## src/rtl/acs_unit.sv

```systemverilog
// Add-compare-select cell for a 4-state, rate-1/2 (7,5) Viterbi decoder.
// One trellis state per instance; survivor metric and predecessor registered.
module acs_unit (
  input  logic       clk,
  input  logic       rst,
  input  logic       input_sig,
  input  logic [1:0] self_state,
  input  logic [1:0] data_recv,
  input  logic [1:0] addr_in_1,
  input  logic [1:0] addr_in_2,
  input  logic [6:0] PMin1,
  input  logic [6:0] PMin2,
  output logic [6:0] PMout,
  output logic [1:0] addr_out,
  output logic       data_rdy,
  output logic       dec_out
);

  localparam int unsigned PM_W = 7;
  localparam logic [PM_W-1:0] PM_MAX = '1;

  // Hamming distance between the received symbol {c0,c1} and the encoder output for (u, p).
  function automatic logic [1:0] branch_metric(input logic u, input logic [1:0] p,
                                               input logic [1:0] r);
    logic c0;
    logic c1;
    c0 = u ^ p[1] ^ p[0];
    c1 = u ^ p[0];
    return 2'({1'b0, r[1] ^ c0} + {1'b0, r[0] ^ c1});
  endfunction

  // Saturating candidate metric; a predecessor that cannot reach self_state gets the maximum.
  function automatic logic [PM_W-1:0] cand_metric(input logic [1:0] s, input logic [1:0] p,
                                                  input logic [1:0] r, input logic [PM_W-1:0] pm);
    logic [PM_W:0] sum;
    sum = {1'b0, pm} + (PM_W + 1)'(branch_metric(s[1], p, r));
    if (p[1] != s[0]) begin
      return PM_MAX;
    end else if (sum > {1'b0, PM_MAX}) begin
      return PM_MAX;
    end else begin
      return sum[PM_W-1:0];
    end
  endfunction

  logic [PM_W-1:0] metric_1_c;
  logic [PM_W-1:0] metric_2_c;
  logic            sel_2_c;

  always_comb begin
    metric_1_c = cand_metric(self_state, addr_in_1, data_recv, PMin1);
    metric_2_c = cand_metric(self_state, addr_in_2, data_recv, PMin2);
    // Ties resolve toward candidate 1.
    sel_2_c    = (metric_2_c < metric_1_c);
  end

  always_ff @(posedge clk) begin
    if (rst) begin
      PMout    <= '0;
      addr_out <= '0;
      dec_out  <= 1'b0;
      data_rdy <= 1'b0;
    end else if (input_sig) begin
      PMout    <= sel_2_c ? metric_2_c : metric_1_c;
      addr_out <= sel_2_c ? addr_in_2 : addr_in_1;
      dec_out  <= self_state[1];
      data_rdy <= 1'b1;
    end else begin
      data_rdy <= 1'b0;
    end
  end

endmodule

```

## config.mk

```make
export PLATFORM = sky130hd
export DESIGN_NAME = acs_unit
export DESIGN_NICKNAME = d
export VERILOG_FILES = /design/src/rtl/acs_unit.sv
export SDC_FILE = /design/constraint.sdc
export NUM_CORES = 1
export LEC_CHECK = 0
export BUFFER_PORTS_ARGS = -buffer_cell sky130_fd_sc_hd__buf_4
export CAP_MARGIN = 25
export CORE_UTILIZATION = 55
export CTS_BUF_LIST = sky130_fd_sc_hd__clkbuf_8
export CTS_CLUSTER_SIZE = 40
export DETAILED_ROUTE_END_ITERATION = 6
export GPL_ROUTABILITY_DRIVEN = 0
export PLACE_DENSITY = 0.89
export SLEW_MARGIN = 20
export SYNTH_ARGS = -nofsm -noshare
export SYNTH_HDL_FRONTEND = slang
export SYNTH_SLANG_ARGS = --single-unit
```

## constraint.sdc

```tcl
create_clock -name clk -period 8.4 [get_ports clk]
set_input_delay 0.42 -clock clk [delete_from_list [all_inputs] [get_ports clk]]
set_output_delay 0.42 -clock clk [all_outputs]
set_load 0.01 [all_outputs]
```

**Yosys cells after proc, flatten, opt, wreduce, memory -nomap -nowiden**

Cells that the tools add are included.

- Add/sub/neg operators: 4
- Multipliers: 0
- Divide/modulo/power cells: 0
- Order comparisons: 3
- Equal/unequal tests: 2
- Shift-type cells: 0
- Muxes and demuxes: 7
- Bitwise operators: 10
- Reductions and logical operators: 0

Operators by type and width:

| kind | number |
|---|---|
| 2-to-1 mux 7 bit | 5 |
| adder 7 x 2 -> 8 bit | 2 |
| greater-than comparator 8 x 7 -> 1 bit, second input constant | 2 |
| bitwise XOR 1 bit | 10 |
| less-than comparator 7 bit | 1 |
| adder 1 x 1 -> 2 bit | 2 |
| 2-to-1 mux 2 bit | 1 |
| != test 1 bit | 2 |
| 2-to-1 mux 1 bit | 1 |

- Flip-flop bits (word level): 11
- Latch bits: 0
- Bits in writable memories: 0
- Memory bits (read-only): 0
- Input port bits: 25
- Output and inout port bits: 11
- Word-level logic and storage cells: 30
- Memories: 0

**Longest topological paths before layout**

Gate-level depths: netlist of run 1.

- Word-level depth: 10
- Depth in mapped cells: 14
- Mapped depth without buffers: 14

**Worst setup path after synthesis of run 1**

Ideal clock, no wire load.

- Path type: in2reg
- Start: input port self_state[1]
- End: register PMout[1]
- Arrival: 3.250 ns
- Data required time: 8.285 ns
- Setup slack: 5.035 ns
- Cell stages on the path: 12
- Buffers on the path: 0
- Cell sequence: xor2_1 -> xnor2_1 -> fa_1 -> ha_1 -> xor2_1 -> or3_1 -> ha_1 -> a21oi_1 -> o21bai_1 -> or2_2 -> or3_1 -> a31o_1

- Longest elaborated chain between the ends: 10

Ends and longest elaborated chain:

| item | RTL line | source |
|---|---|---|
| start: declaration | 7 | `input logic [1:0] self_state,` |
| bitwise XOR 1 bit (2 in a row) | 27 | `c0 = u ^ p[1] ^ p[0];` |
| bitwise XOR 1 bit | 29 | `return 2'({1'b0, r[1] ^ c0} + {1'b0, r[0] ^ c1});` |
| adder 1 x 1 -> 2 bit | 29 |  |
| adder 7 x 2 -> 8 bit | 36 | `sum = {1'b0, pm} + (PM_W + 1)'(branch_metric(s[1], p, r));` |
| greater-than comparator 8 x 7 -> 1 bit | 39 | `end else if (sum > {1'b0, PM_MAX}) begin` |
| 2-to-1 mux 7 bit | 39 |  |
| 2-to-1 mux 7 bit | 37 | `if (p[1] != s[0]) begin` |
| less-than comparator 7 bit | 54 | `sel_2_c = (metric_2_c < metric_1_c);` |
| 2-to-1 mux 7 bit * | 64 | `PMout <= sel_2_c ? metric_2_c : metric_1_c;` |
| end signal: assignment | 64 |  |
| end: declaration | 13 | `output logic [6:0] PMout,` |

Mark *: on every way between the ends. The rest lies on a longest branch, timed or not.
A chain may end at the register's enable or synchronous reset.

**Final worst setup path of run 1**

Same ends and word-level chain as after synthesis.

==> results of run 1 <==
-- layer usage --
layer | global-route usage, % | up-vias | routed length (um) | part of all wire, %
met4 | 12.1 | 0 | 27 | 1.1
met3 | 2.38 | 3 | 122 | 4.8
met1 | 31.3 | 526 | 1050 | 41
li1 | - | 559 | - | -
met2 | 48.6 | 41 | 1350 | 53
met5 | 0 | - | 0 | 0
-- kinds of logic after synthesis --
| group | after synthesis |
|---|---|
| and+or+nand+nor | 51 |
| muxes | 1 |
| DFF | 11 |
| adders and majority gates | 10 |
| AOI/OAI and AO/OA | 30 |
| xor gates and xnor gates | 17 |
| buffers and inverters | 7 |
-- area by class of cell --
| class | count | area (um2) | share of cell area [%] |
|---|---|---|---|
| Clock buffer | 3 | 41.3 | 2.99 |
| Clock inverter | 1 | 3.75 | 0.272 |
| Inverter | 6 | 22.5 | 1.63 |
| Multi-Input combinational cell | 109 | 800 | 57.9 |
| Sequential cell | 11 | 220 | 15.9 |
| Tap cell | 25 | 31.3 | 2.26 |
| Timing Repair Buffer | 35 | 263 | 19.0 |
-- flip-flops by register name, indices dropped and copies added, names as in the netlist --
name	count
PMout	7
addr_out	2
data_rdy	1
dec_out	1
-- how the worst max path moves through the flow --
stage / start / to / slack (ns) / cells past startpoint
floorplan: self_state[1] / PMout[1]$_SDFFE_PP0P_ / 5.03 / 12
global placement: self_state[1] / PMout[1]$_SDFFE_PP0P_ / 4.76 / 13
detailed placement: self_state[1] / PMout[1]$_SDFFE_PP0P_ / 4.70 / 14
CTS: self_state[1] / PMout[1]$_SDFFE_PP0P_ / 4.93 / 14
global route: self_state[1] / PMout[4]$_SDFFE_PP0P_ / 4.67 / 14
finish: self_state[1] / PMout[1]$_SDFFE_PP0P_ / 4.91 / 13
-- critical path, cell delays in order --
cell	delay (ns)
buf_4	0.12
xor2_1	0.26
xnor2_1	0.14
fa_1	0.46
ha_1	0.24
xor2_1	0.14
or3_1	0.34
ha_1	0.33
a21oi_1	0.15
o21bai_1	0.10
or2_2	0.33
or3_1	0.36
a31o_1	0.21
-- cell usage in the layout, fill, tap and decap left out, types with 6 or more instances in the layout --
master,count
o311ai_0,6
nand3_1,11
o21ai_0,7
nor2_1,15
xor2_1,6
buf_4,35
nand4_1,8
xnor2_1,10
dfxtp_1,11
ha_1,8
inv_1,7
-- stage by stage --
| step | power [uW] | utilization, % | hold slack [ns] |
|---|---|---|---|
| 3_5_place_dp | 171 | 76.6 | 0.452 |
| 5_1_grt | 237 | 79.1 | 0.373 |
| 6_report | 222 | 79.1 | 0.376 |
| 4_1_cts | 222 | 79.1 | 0.376 |
| 2_1_floorplan | 132 | - | 0.480 |
| 3_3_place_gp | 168 | 76.6 | 0.448 |
-- report_power, final --
part	internal (uW)	total (uW)	switching (uW)
Sequential	61.0	65.1	4.16
Clock	31.9	50.0	18.1
Combinational	49.5	107	57.5
Total	142	222	79.7
==> results.md, run 1 <==
* Adder and majority cell fraction of the synthesized area at 13.4%
* Vias in the first global route at 1,006
* Die ar. at 2080 um2
* Mux share of post-synthesis cell area at 0.957%
* Initial antenna violation count at 0
* Minimum clock period at 3.49 ns
* Port bufs at 35
* Hold buffers post-CTS at 0
* Peak VDD IR at 0.0794 mV
* Synth unique cells at 33
* Worst-path clk slew at 0.05 ns
* Placed insts at 186
* RR Endpoint: addr_out[0]$_SDFFE_PP0P_
* Commonest cells in the netlist: nor2_1, dfxtp_1, nand3_1
* Avg Synthesized Cell Area at 8.24 um2
* Later-pin clock latency in the skew report at 0.23 ns
* Wirelength, routed at 2550 um
* Clock Tree Buf Depth at 2
* RSZ-0062 raised after global routing: false
* Slew Viols, Final at 0
* Finished Cell Area at 1380 um2
* Hold endpoint: PMout[0]$_SDFFE_PP0P_
* R2r setup slk at 7.65 ns
* Final WS setup at 4.91 ns
* Worst-Margin Slew at 0.437 ns
* Async set-reset flop share out of synthesis at 0%
* Synth area leaders: dfxtp_1, ha_1, xnor2_1, nor2_1, nand3_1
* Post-route ant nets at 0
* Hold crit path type: in -> reg
* Initial DRC count at 59
* IO Pins at 36
* Min-Delay Path Depth at 2
* Non-filler instance count after layout at 190
* Setup_tns at 0 ns
* Grt ovf at 0
* Hold Path Origin: rst
* Starting Density at 59.9%
* Reg2Reg Launch Point: addr_out[0]$_SDFFE_PP0P_
* DIE WIDTH at 45.6 um
* Post-Syn Area at 1050 um2
* R2r worst-path depth at 2
* Top FF cell, synth: dfxtp_1
* Row count at 15
* Layout cells sized above 1 at 26.1%
* Setup Crit Path Kind: in -> reg
* Synth Area in Compound Gates at 22.1%
* Largest family of logic cells by synthesized area: simple AND/OR/NAND/NOR gates
* Fill cell count at 139
* Pre-CTS WS at 4.70 ns
* CP arrival at 3.62 ns
* Biggest area consumer among synthesized cells: dfxtp_1
* Final critical-path share of the clock period at 41.5%
* Post-DP HPWL at 2080 um
* DRT Pass-1 Iters at 4
* Nets@finish at 201
* Clk sinks at 11
* Wire per inst at 13.4 um
* Most frequent cell after synthesis: nor2_1
* Fmax at 0.287 GHz
* Root Buffer Master: clkbuf_8
* ANT cells at 0
* Final Skew at 0 ns
* Post-Synth XOR/XNOR Area at 15.0%
* DP Area at 1340 um2
* Startpoint class of the critical path: input pin
* Total GRT Usage at 26.8%
* Remaining routing DRC violations at 0
* Leakage Power at 0.000601 uW
* Htree depth at 1
* Core ar. at 1750 um2
* Post-synth EDFFs at 0
* Top-area cell type share of the netlist area at 21.1%
* Worst slew margin at 70.8%
* Final Hold Violating Endpoints at 0
* Sequential element share of the synthesized area at 21.1%
* Yosys reg bits at 11
* Mapped Nets at 162
* Simple-Gate Fraction of Synth Area at 25.0%
* Setup bufs post-CTS at 0
* Clock tree from TritonCTS: yes
* Max Cap Viol at 0
* Yosys warns at 0
* # resized after CTS at 0
* First-pass GRT wire length at 4070 um
* Outcome: finished clean
* Power per cell area at 161 nW/um2
* Die height at 45.6 um
* Final setup viols at 0
* Worst Path Max Fanout at 6
* Setup crit end kind: flop
* WP data required at 8.53 ns
* CTS Buf Count at 3
* Largest net degree at the start of global routing at 9
* Via/cell ratio at 5.94
* Cells after Synth at 127
* Area added between synthesis and finish at 32.1%
* Vias post-DR at 1,129
(Power assumes the default switching activity.)
==> inputs of run 2 (changes only) <==
--- a/config.mk
+++ b/config.mk
@@ -7,12 +7,12 @@
 export LEC_CHECK = 0
 export BUFFER_PORTS_ARGS = -buffer_cell sky130_fd_sc_hd__buf_4
 export CAP_MARGIN = 25
-export CORE_UTILIZATION = 55
+export CORE_UTILIZATION = 51
 export CTS_BUF_LIST = sky130_fd_sc_hd__clkbuf_8
 export CTS_CLUSTER_SIZE = 40
 export DETAILED_ROUTE_END_ITERATION = 6
 export GPL_ROUTABILITY_DRIVEN = 0
-export PLACE_DENSITY = 0.89
+export PLACE_DENSITY = 0.83
 export SLEW_MARGIN = 20
 export SYNTH_ARGS = -nofsm -noshare
 export SYNTH_HDL_FRONTEND = slang
==> constraint.sdc (replaced) <==
create_clock -name clk -period 3.6 [get_ports clk]
set_input_delay 0.18 -clock clk [delete_from_list [all_inputs] [get_ports clk]]
set_output_delay 0.18 -clock clk [all_outputs]
set_load 0.01 [all_outputs]
==> results.md, run 2 (synthesis results as in run 1) <==
* Outcome: finished clean
* NetSw at 183 uW (+130%)
* Largest Register: PMout
* Setup_tns at 0 ns (unchanged)
* R2r worst-path depth at 2 (unchanged)
* Htree depth at 1 (unchanged)
* Seq pwr share at 29.4% (about the same)
* Most frequent cells in the layout: buf_4, nor2_1, dfxtp_1, nand3_1, xnor2_1
* Max Cap Viol at 0 (unchanged)
* Post-DP HPWL at 2230 um (+7.2%)
* Vias post-DR at 1,102 (-2.4%)
* Worst-Margin Slew at 0.420 ns (-0.0168 ns)
* Worst-path clk slew at 0.05 ns (about the same)
* Met3 Use GR at 1.92% (-0.46 points)
* Final Skew at 0 ns (unchanged)
* IO Pins at 36 (unchanged)
* Core ar. at 1940 um2 (+11%)
* Via/cell ratio at 5.71 (-3.9%)
* Fmax at 0.305 GHz
* Met1 GRT Util at 30.4% (-0.86 points)
* Setup bufs post-CTS at 0 (unchanged)
* CTS Buf Count at 3 (unchanged)
* Slew Viols, Final at 0 (unchanged)
* Starting Density at 53.9% (-6.1 points)
* Final setup viols at 0 (unchanged)
* Setup Crit Path Kind: in -> reg
* ANT cells at 0 (unchanged)
* Most common cell after layout, fill and taps aside: buf_4
* Grt ovf at 0 (unchanged)
* Total GRT Usage at 24.6% (-2.2 points)
* RSZ-0062 raised after global routing: false
* Clk sinks at 11 (unchanged)
* Startpoint class of the critical path: input pin
* First-pass GRT wire length at 3920 um (-3.7%)
* Clk pwr share at 22.1% (-0.4 points)
* Vias in the first global route at 946 (-6.0%)
* Worst Path Max Fanout at 6 (unchanged)
* Minimum clock period at 3.28 ns
* Wirelength, routed at 2560 um (+0.59%)
* Wire per inst at 13.3 um (-0.98%)
* Hold buffers post-CTS at 0 (unchanged)
* Initial DRC count at 39 (-34%)
* CP arrival at 3.38 ns (-0.24 ns)
* Leading registers by flop count: PMout: 7 flops, addr_out: 2 flops
* Leakage Power at 0.000606 uW (+0.89%)
* DIE WIDTH at 47.3 um (+3.7%)
* Hold crit path type: in -> reg
* Total power at 517 uW (+130%)
* Gr busiest metal: met2
* Row count at 16 (+1)
* Clock Tree Buf Depth at 2 (unchanged)
* Remaining routing DRC violations at 0 (unchanged)
* DRT Pass-1 Iters at 4 (unchanged)
* Fill cell count at 171 (+23%)
* Largest net degree at the start of global routing at 9 (unchanged)
* Clock tree from TritonCTS: yes
* Die height at 47.3 um (+3.7%)
* WP data required at 3.70 ns (-4.83 ns)
* Setup crit end kind: flop
* Switching Share at 35.4% (-0.47 points)
* Initial antenna violation count at 0 (unchanged)
* Port bufs at 35 (unchanged)
* Area added between synthesis and finish at 33.0%
* GR Util met2 at 43.8% (-4.7 points)
* # resized after CTS at 0 (unchanged)
* Register area at 220 um2 (unchanged)
* Post-route ant nets at 0 (unchanged)
* Worst slew margin at 71.6% (+0.88 points)
* Multi-input gate area at 800 um2 (unchanged)
* Die ar. at 2240 um2 (+7.5%)
* Final Hold Violating Endpoints at 0 (unchanged)
* Power per cell area at 372 nW/um2 (+130%)
* Layout cells sized above 1 at 26.5% (+0.45 points)
* Root Buffer Master: clkbuf_8
* Nets@finish at 202 (+0.50%)
* Largest register FFs at 7 (unchanged)
* Later-pin clock latency in the skew report at 0.23 ns (about the same)
* Min-Delay Path Depth at 2 (unchanged)
* Cell Int Power at 334 uW (+130%)
* Peak VDD IR at 0.254 mV (+220%)
* Final critical-path share of the clock period at 91.0%
* Logic pwr share at 48.5% (+0.3 points)
run 2: cell types whose count changed in the layout (fill, tap and decap cells not counted), sizes merged:
cell and delta:
buf +1
run 2: worst paths after layout:
path | slack, ns | to | start
hold reg to reg | 0.46 | PMout[0]$_SDFFE_PP0P_ | PMout[0]$_SDFFE_PP0P_
setup reg to reg | 2.86 | PMout[1]$_SDFFE_PP0P_ | PMout[1]$_SDFFE_PP0P_
setup / recovery | 0.32 | PMout[0]$_SDFFE_PP0P_ | self_state[1]
hold / removal | 0.14 | PMout[0]$_SDFFE_PP0P_ | rst
run 2: metal layers:
metal  part of all wire (%)  vias up
met5                      0        -
met4                    1.0        0
met3                    4.7        6
met2                     54       42
met1                     41      495
li1                       -      559
run 2: power groups by stage:
stage	Combinational, uW	Sequential, uW	Clock [uW]
after global placement	243	153	0
after global routing	280	154	126
after CTS	251	153	117
after detailed placement	249	155	0
final	251	152	114
after floorplan	144	163	0
run 2: layout make-up:
type | count | area share, %
Clock buffer | 3 | 2.97
Inverter | 6 | 1.62
Sequential cell | 11 | 15.8
Tap cell | 27 | 2.43
Clock inverter | 1 | 0.270
Timing Repair Buffer | 36 | 19.4
Multi-Input combinational cell | 109 | 57.5
run 2: through the flow:
step	cells	util [%]	cell area [um2]	hold WS, ns	setup WS [ns]
6_report	193	71.6	1390	0.141	0.324
5_1_grt	193	71.6	1390	0.135	0.141
4_1_cts	193	71.6	1390	0.135	0.342
3_5_place_dp	189	69.3	1350	0.377	0.103
3_3_place_gp	189	69.3	1350	0.381	0.182
2_1_floorplan	127	-	1050	0.249	0.475
run 2: critical path: stages:
cell	delay, ns
buf_4	0.12
xor2_1	0.26
xnor2_1	0.14
fa_1	0.45
ha_1	0.24
and3_1	0.20
a31oi_1	0.15
o21ai_0	0.14
ha_1	0.36
nand4_1	0.12
o21bai_1	0.12
or2_2	0.33
o311ai_0	0.43
a21oi_1	0.12
